<file path="config.mk">
export PLATFORM = sky130hd
export DESIGN_NAME = mem_bus_arbiter_flat
export DESIGN_NICKNAME = d
export VERILOG_FILES = /design/src/rtl/mem_bus_arbiter_if.sv /design/src/rtl/mem_bus_arbiter.sv /design/src/flat_wrapper.sv
export SDC_FILE = /design/constraint.sdc
export NUM_CORES = 1
export LEC_CHECK = 0
export CORE_ASPECT_RATIO = 0.5
export CORE_MARGIN = 2
export CORE_UTILIZATION = 30
export DETAILED_ROUTE_END_ITERATION = 10
export GPL_TIMING_DRIVEN = 0
export PLACE_DENSITY_LB_ADDON = 0.05
export SKIP_LAST_GASP = 1
export SYNTH_ARGS = -nofsm -noshare
export SYNTH_HDL_FRONTEND = slang
export SYNTH_SLANG_ARGS = --single-unit
</file>
<file path="constraint.sdc">
create_clock -name clk -period 4.1 [get_ports clk]
set_input_delay 0.615 -clock clk [delete_from_list [all_inputs] [get_ports clk]]
set_output_delay 0.615 -clock clk [all_outputs]
set_load 0.02 [all_outputs]
</file>
<file path="src/rtl/mem_bus_arbiter_if.sv">
// Bundle of the I/D requester pairs and the shared downstream port.
// slave modport is the arbiter side; master modport is the environment side.
interface mem_bus_arbiter_if #(
   parameter int unsigned AW = 32,
   parameter int unsigned DW = 32
);
   localparam int unsigned SW = DW / 8;

   logic          i_valid;
   logic [AW-1:0] i_addr;
   logic          i_addr_ok;
   logic          i_data_ok;
   logic [DW-1:0] i_rdata;

   logic          d_valid;
   logic [AW-1:0] d_addr;
   logic [2:0]    d_size;
   logic [SW-1:0] d_strobe;
   logic [DW-1:0] d_wdata;
   logic          d_addr_ok;
   logic          d_data_ok;
   logic [DW-1:0] d_rdata;

   logic          m_valid;
   logic [AW-1:0] m_addr;
   logic [2:0]    m_size;
   logic [SW-1:0] m_strobe;
   logic [DW-1:0] m_wdata;
   logic          m_addr_ok;
   logic          m_data_ok;
   logic [DW-1:0] m_rdata;

   logic          busy;

   modport slave (
      input  i_valid, i_addr,
      output i_addr_ok, i_data_ok, i_rdata,
      input  d_valid, d_addr, d_size, d_strobe, d_wdata,
      output d_addr_ok, d_data_ok, d_rdata,
      output m_valid, m_addr, m_size, m_strobe, m_wdata,
      input  m_addr_ok, m_data_ok, m_rdata,
      output busy
   );

   modport master (
      output i_valid, i_addr,
      input  i_addr_ok, i_data_ok, i_rdata,
      output d_valid, d_addr, d_size, d_strobe, d_wdata,
      input  d_addr_ok, d_data_ok, d_rdata,
      input  m_valid, m_addr, m_size, m_strobe, m_wdata,
      output m_addr_ok, m_data_ok, m_rdata,
      input  busy
   );
endinterface

</file>
<file path="src/rtl/mem_bus_arbiter.sv">
// Shares one downstream memory port between instruction fetch (I) and data (D)
// requesters, one outstanding transaction at a time. The grant is held until the
// downstream data_ok returns; arbitration only happens in IDLE.
// Optional macro ARB_ROUND_ROBIN_EN: alternate grants on collision instead of
// fixed D-over-I priority.
module mem_bus_arbiter #(
   parameter int unsigned AW = 32,
   parameter int unsigned DW = 32
) (
   input logic              clk,
   input logic              resetn,
   mem_bus_arbiter_if.slave bus
);
   localparam int unsigned SW = DW / 8;

   typedef enum logic [2:0] {
      IDLE   = 3'd0,
      REQ_I  = 3'd1,
      REQ_D  = 3'd2,
      WAIT_I = 3'd3,
      WAIT_D = 3'd4
   } state_t;

   state_t        state;
   logic [AW-1:0] addr_q;
   logic [2:0]    size_q;
   logic [SW-1:0] strobe_q;
   logic [DW-1:0] wdata_q;

   logic grant_d;
   logic grant_i;
   logic issue;
   logic accept_i;
   logic accept_d;
   logic done_i;
   logic done_d;

`ifdef ARB_ROUND_ROBIN_EN
   // 1 when D won the most recent arbitration; reset value means I won last
   logic last_d;

   assign grant_d = bus.d_valid & (~bus.i_valid | ~last_d);

   // Remember the winner of every IDLE->REQ transition
   always_ff @(posedge clk or negedge resetn) begin
      if (!resetn) begin
         last_d <= 1'b0;
      end else if (state == IDLE) begin
         if (grant_d) begin
            last_d <= 1'b1;
         end else if (grant_i) begin
            last_d <= 1'b0;
         end
      end
   end
`else
   // Fixed priority: the older memory-stage op always wins
   assign grant_d = bus.d_valid;
`endif

   assign grant_i = bus.i_valid & ~grant_d;

   // Request phase and completion decode
   assign issue    = (state == REQ_I) | (state == REQ_D);
   assign accept_i = (state == REQ_I) & bus.m_addr_ok;
   assign accept_d = (state == REQ_D) & bus.m_addr_ok;
   assign done_i   = (accept_i | (state == WAIT_I)) & bus.m_data_ok;
   assign done_d   = (accept_d | (state == WAIT_D)) & bus.m_data_ok;

   // Arbitration, payload latch and transaction progress
   always_ff @(posedge clk or negedge resetn) begin
      if (!resetn) begin
         state    <= IDLE;
         addr_q   <= '0;
         size_q   <= 3'd0;
         strobe_q <= '0;
         wdata_q  <= '0;
      end else begin
         case (state)
            IDLE: begin
               if (grant_d) begin
                  state    <= REQ_D;
                  addr_q   <= bus.d_addr;
                  size_q   <= bus.d_size;
                  strobe_q <= bus.d_strobe;
                  wdata_q  <= bus.d_wdata;
               end else if (grant_i) begin
                  state    <= REQ_I;
                  addr_q   <= bus.i_addr;
                  size_q   <= 3'd2;
                  strobe_q <= '0;
                  wdata_q  <= '0;
               end
            end
            REQ_I: begin
               if (bus.m_addr_ok) begin
                  state <= bus.m_data_ok ? IDLE : WAIT_I;
               end
            end
            REQ_D: begin
               if (bus.m_addr_ok) begin
                  state <= bus.m_data_ok ? IDLE : WAIT_D;
               end
            end
            WAIT_I: begin
               if (bus.m_data_ok) begin
                  state <= IDLE;
               end
            end
            WAIT_D: begin
               if (bus.m_data_ok) begin
                  state <= IDLE;
               end
            end
            default: state <= IDLE;
         endcase
      end
   end

   // Downstream request, zeroed whenever no request is being presented
   assign bus.m_valid  = issue;
   assign bus.m_addr   = issue ? addr_q   : '0;
   assign bus.m_size   = issue ? size_q   : 3'd0;
   assign bus.m_strobe = issue ? strobe_q : '0;
   assign bus.m_wdata  = issue ? wdata_q  : '0;

   // Responses routed only to the owner; data gated by data_ok
   assign bus.i_addr_ok = accept_i;
   assign bus.d_addr_ok = accept_d;
   assign bus.i_data_ok = done_i;
   assign bus.d_data_ok = done_d;
   assign bus.i_rdata   = done_i ? bus.m_rdata : '0;
   assign bus.d_rdata   = done_d ? bus.m_rdata : '0;

   assign bus.busy = (state != IDLE);
endmodule

</file>
<file path="src/flat_wrapper.sv">
// flat-port wrapper written by rule: the top's interface ports become plain ports
module mem_bus_arbiter_flat 
#(
   parameter int unsigned AW = 32,
   parameter int unsigned DW = 32
)
  (clk, resetn, bus_i_valid, bus_i_addr, bus_i_addr_ok, bus_i_data_ok, bus_i_rdata, bus_d_valid, bus_d_addr, bus_d_size, bus_d_strobe, bus_d_wdata, bus_d_addr_ok, bus_d_data_ok, bus_d_rdata, bus_m_valid, bus_m_addr, bus_m_size, bus_m_strobe, bus_m_wdata, bus_m_addr_ok, bus_m_data_ok, bus_m_rdata, bus_busy);
  mem_bus_arbiter_if #(.AW(AW), .DW(DW)) bus_i ();
  input logic clk;
  input logic resetn;
  input wire logic [$bits(bus_i.i_valid)-1:0] bus_i_valid;
  input wire logic [$bits(bus_i.i_addr)-1:0] bus_i_addr;
  output wire logic [$bits(bus_i.i_addr_ok)-1:0] bus_i_addr_ok;
  output wire logic [$bits(bus_i.i_data_ok)-1:0] bus_i_data_ok;
  output wire logic [$bits(bus_i.i_rdata)-1:0] bus_i_rdata;
  input wire logic [$bits(bus_i.d_valid)-1:0] bus_d_valid;
  input wire logic [$bits(bus_i.d_addr)-1:0] bus_d_addr;
  input wire logic [$bits(bus_i.d_size)-1:0] bus_d_size;
  input wire logic [$bits(bus_i.d_strobe)-1:0] bus_d_strobe;
  input wire logic [$bits(bus_i.d_wdata)-1:0] bus_d_wdata;
  output wire logic [$bits(bus_i.d_addr_ok)-1:0] bus_d_addr_ok;
  output wire logic [$bits(bus_i.d_data_ok)-1:0] bus_d_data_ok;
  output wire logic [$bits(bus_i.d_rdata)-1:0] bus_d_rdata;
  output wire logic [$bits(bus_i.m_valid)-1:0] bus_m_valid;
  output wire logic [$bits(bus_i.m_addr)-1:0] bus_m_addr;
  output wire logic [$bits(bus_i.m_size)-1:0] bus_m_size;
  output wire logic [$bits(bus_i.m_strobe)-1:0] bus_m_strobe;
  output wire logic [$bits(bus_i.m_wdata)-1:0] bus_m_wdata;
  input wire logic [$bits(bus_i.m_addr_ok)-1:0] bus_m_addr_ok;
  input wire logic [$bits(bus_i.m_data_ok)-1:0] bus_m_data_ok;
  input wire logic [$bits(bus_i.m_rdata)-1:0] bus_m_rdata;
  output wire logic [$bits(bus_i.busy)-1:0] bus_busy;
  assign bus_i.i_valid = bus_i_valid;
  assign bus_i.i_addr = bus_i_addr;
  assign bus_i_addr_ok = bus_i.i_addr_ok;
  assign bus_i_data_ok = bus_i.i_data_ok;
  assign bus_i_rdata = bus_i.i_rdata;
  assign bus_i.d_valid = bus_d_valid;
  assign bus_i.d_addr = bus_d_addr;
  assign bus_i.d_size = bus_d_size;
  assign bus_i.d_strobe = bus_d_strobe;
  assign bus_i.d_wdata = bus_d_wdata;
  assign bus_d_addr_ok = bus_i.d_addr_ok;
  assign bus_d_data_ok = bus_i.d_data_ok;
  assign bus_d_rdata = bus_i.d_rdata;
  assign bus_m_valid = bus_i.m_valid;
  assign bus_m_addr = bus_i.m_addr;
  assign bus_m_size = bus_i.m_size;
  assign bus_m_strobe = bus_i.m_strobe;
  assign bus_m_wdata = bus_i.m_wdata;
  assign bus_i.m_addr_ok = bus_m_addr_ok;
  assign bus_i.m_data_ok = bus_m_data_ok;
  assign bus_i.m_rdata = bus_m_rdata;
  assign bus_busy = bus_i.busy;
  mem_bus_arbiter #(.AW(AW), .DW(DW)) u_core (.clk(clk), .resetn(resetn), .bus(bus_i));
endmodule
</file>
After elaboration in Yosys (flattened, before gate mapping) --
Cells that the tools add are included. W data, S select, Z words.
Storage, ports and cells: flip-flop bits (word level) 74, latch bits 0, bits in writable memories 0, ROM bits 0, output and inout port bits 141, memories 0
Cells by class: add/subtract/negate cells 0, multipliers 0, div/mod/pow operators 0, order comparisons 0, equal/unequal tests 8, shift-type cells 0, multiplexer cells 22, bitwise logic cells 9, reductions and logical operators 6
Operators with widths (number):
- $mux W32 | 8
- $mux W3 | 9
- $mux W4 | 3
- $pmux W3 S4 | 1
- $eq A3 B2 Y1 const B | 2
- $and A1 B1 Y1 | 5
- $ne A2 B2 Y1 const B | 2
- $reduce_and A4 Y1 | 1
- $eq A3 B1 Y1 const B | 1
- $eq A3 B3 Y1 const B | 1
- $logic_not A3 Y1 | 1
- $ne A3 B2 Y1 const B | 1
- $or A1 B1 Y1 | 3
- $reduce_bool A3 Y1 | 1
- $mux W2 | 1
- $ne A2 B1 Y1 const B | 1
- $reduce_and A2 Y1 | 1
- $reduce_bool A2 Y1 | 1
- $reduce_or A2 Y1 | 1
- $not A1 Y1 | 1

Logic depth before layout (Yosys ltp) --
word-level depth 5, gate-level depth with buffers 6

Least setup slack after synthesis --
Ideal clock, no wire load.
path kind input to output, from input bus_m_data_ok, to output bus_i_rdata[22], arrival time 1.606 ns, required time 3.485 ns, setup slack 1.879 ns, stages on the path 5, path buffers 2, path through buf_1 nand2_1 nor3_2 buf_2 and2_1
On the way: word-level cells in the longest chain between the ends 2
RTL lines:
- start, declared | line flat_wrapper.sv:30 | input wire logic [$bits(bus_i.m_data_ok)-1:0] bus_m_data_ok;
- $and A1 B1 Y1 | line mem_bus_arbiter.sv:67 | assign done_i = (accept_i | (state == WAIT_I)) & bus.m_data_ok;
- net bus_i_data_ok | line flat_wrapper.sv:14 | output wire logic [$bits(bus_i.i_data_ok)-1:0] bus_i_data_ok;
- $mux W32 | line mem_bus_arbiter.sv:132 | assign bus.i_rdata = done_i ? bus.m_rdata : '0;
- end, declared | line flat_wrapper.sv:15 | output wire logic [$bits(bus_i.i_rdata)-1:0] bus_i_rdata;
The timed path passes the listed nets, and every way through them passes these cells.

Final worst setup path --
from input bus_m_addr_ok, to output bus_i_rdata[10]
On the way: word-level cells in the longest chain between the ends 4
RTL lines:
- start, declared | line flat_wrapper.sv:29 | input wire logic [$bits(bus_i.m_addr_ok)-1:0] bus_m_addr_ok;
- $and A1 B1 Y1 | line mem_bus_arbiter.sv:65 | assign accept_i = (state == REQ_I) & bus.m_addr_ok;
- $or A1 B1 Y1 | line mem_bus_arbiter.sv:67
- $and A1 B1 Y1 | line mem_bus_arbiter.sv:67
- $mux W32 | line mem_bus_arbiter.sv:132
No other way between the ends.

==> flow_metrics.py <==
metrics = {
    "run_status": {
        "outcome": "finished clean",
    },
    "grt": {
        "track_usage_pct": 18.8,
        "grt_overflow": 0,
        "antenna_found_initial": 0,
        "grt_pass1_vias": 4051,
        "grt_pass1_wl_mm": 21.9,
        "grt_max_degree": 42,
    },
    "clocking": {
        "clock_latency_ns": 0.33,
        "cts_setup_buffers": 0,
        "cts_tree": "done",
        "clkSinkCount": 74,
        "post_cts_resized": 0,
        "htreeDepth": 3,
        "path_clk_slew_ns": 0.06,
        "cts_buffers": 9,
        "cts_root_buffer": "clkbuf_16",
        "clk_path_buf_depth": 2,
        "hold_buffers": 0,
    },
    "critical_path": {
        "crit_start": "bus_m_addr_ok",
        "start_kind": "input pin",
        "rr_worst_depth": 5,
        "r2r_end": "u_core.wdata_q[22]",
        "setup.worst_path.end": "bus_i_rdata[10]",
        "rrSetupSlack_ns": 2.47,
        "cp.required_ns": 3.48,
        "r2r_start": "u_core.state[0]",
        "worstPathMaxFanout": 10,
        "worstSetupPathType": "in -> out",
        "end_kind": "output port",
        "crit_arrival_ns": 2.68,
    },
    "routing": {
        "drcViolationCount": 0,
        "totalWireLength_mm": 14.2,
        "ant_nets": 0,
        "drt_first_iter_violations": 144,
        "post_drt_wl_per_cell_um": 16.5,
        "drtPass1Iterations": 4,
        "vias_per_cell": 4.46,
        "vias": 3842,
    },
    "placement": {
        "placed_area_mm2": 0.00729,
        "place_congestion": 0.790,
        "place_ws_ns": 0.789,
        "portBuffers": 279,
        "place_inst": 846,
        "hpwl_mm": 11.1,
    },
    "die": {
        "die_h_um": 88.0,
        "initial_core_util_pct": 31.0,
        "die_width_um": 172,
        "die_area_mm2": 0.0151,
        "num_rows": 30,
        "core_area_mm2": 0.0137,
        "pin_count": 282,
    },
    "sta": {
        "setup_tns_ns": 0,
        "hold_viol_final": 0,
        "setup_viol_count_final": 0,
        "worst_slack_ns": 0.810,
        "slew_headroom_pct": 63.5,
        "fin_crit_sh_pct": 80.3,
        "clock.fmax_ghz": 0.304,
        "tightest_slew_ns": 0.548,
        "report.final.slew_viol_count": 0,
        "layout_min_cycle_time_ns": 3.29,
        "rsz0062_at_grt": "no",
        "skew_ns": 0.00800,
        "hold_slack_ns": 0.234,
    },
    "flow_run": {
        "max_cap_violations": 0,
    },
    "yosys": {
        "synth_seq_area_share_pct": 43.7,
        "synthesis.nets": 515,
        "synthFlopType": "dfrtp_1",
        "synth_edf_count": 0,
        "synthCells": 374,
        "synth_seq_cells": 74,
        "mappedNetlistArea_mm2": 0.00424,
        "synthArstFlopShare_pct": 100,
        "synth.distinct_cells": 25,
        "yosysWarningCount": 0,
        "synthTopCellsByArea": "dfrtp_1 (44%), and2_1 (16%), mux2_4 (11%), mux2_2 (8.8%), a22o_1 (7.9%)",
        "synth.most_common_cell": "and2_1",
        "yosysTopAreaCell": "dfrtp_1",
        "syn_avg_cell_area_um2": 11.3,
        "yosys.area.top_type_share_pct": 43.7,
        "post_synth_most_frequent_cells": "and2_1 (106), dfrtp_1 (74), a22o_1 (38), mux2_2 (33), and3_1 (32)",
    },
    "pwr": {
        "p_total_mw": 5.23,
        "power.density_mw_per_mm2": 686,
        "p_leak_nw": 3.34,
        "vdd.ir_drop.worst_uv": 289,
    },
    "final_layout": {
        "layout-drive-gt1-share_pct": 16.4,
        "fin_util_pct": 55.8,
        "syn_to_final_growth_pct": 80.1,
        "stdcell_count": 861,
        "fin_nets": 806,
        "diodes": 0,
        "postLayoutCellArea_mm2": 0.00763,
    },
    "hold_path": {
        "hp-class": "in -> async",
    },
}
## worst max-delay path, stage by stage
cell             delay [ns]
clkdlybuf4s50_1        0.53
nor2_1                 0.08
nor3_2                 0.31
clkbuf_1               0.33
and2_1                 0.18
clkdlybuf4s50_1        0.63
## worst min-delay path by stage
stage	from	endpoint	slack (ns)
floorplan	resetn	u_core.addr_q[0]	0.32
global placement	u_core.addr_q[18]	u_core.addr_q[18]	0.47
detailed placement	u_core.addr_q[18]	u_core.addr_q[18]	0.48
CTS	resetn	u_core.wdata_q[23]	0.24
global route	resetn	u_core.wdata_q[27]	0.27
finish	resetn	u_core.wdata_q[23]	0.23
## area by class of cell
class	count	area (µm²)
clock buffer	9	225
multi-input combinational	262	2180
buffer	33	186
tap	192	240
sequential	74	1850
timing repair buffer	280	2810
fill	1275	6030
clock inverter	6	116
inverter	5	18.8
## state kept, by name, summed over array words and instances, names as in the netlist
name	cells
u_core.addr_q	32
u_core.size_q	3
u_core.state	3
u_core.strobe_q	4
u_core.wdata_q	32
## metal layers
layer  track usage (%)  vias to the layer above  wire length, µm
met5                 0                        -                0
met4              2.60                        0               47
li1                  -                     1876                -
met1              21.7                     1838             5580
met2              33.3                      124             7180
met3              8.45                        4             1410
## kinds of logic after synthesis
kind of cell,share of synthesized area (%)
mux,19.7
flops,43.7
compound gates,9.39
simple gates,22.4
buf+inv,4.84
## power breakdown
group	total, mW	switching, mW	internal (mW)
Sequential	1.24	0.170	1.07
Combinational	3.10	1.46	1.64
Clock	0.893	0.300	0.594
Total	5.23	1.93	3.30
## placed cells by master, fill, tap and decap left out, types with 3 or more instances in the layout
cell             netlist  layout
buf_2                 17      17
dfrtp_1               74      74
mux2_4                30      30
bufinv_16              0       3
and2_1               106     106
clkdlybuf4s50_1        0     278
and3_1                32      32
clkbuf_16              0       9
nor2_1                 4       4
clkbuf_1               8       8
clkinv_4               0       3
a22o_1                38      38
nand2b_1               4       4
inv_1                  5       5
a21oi_1                3       3
mux2_2                33      33
buf_6                  4       4
buf_4                  3       4
No activity file was read; power rests on OpenSTA's default activity.
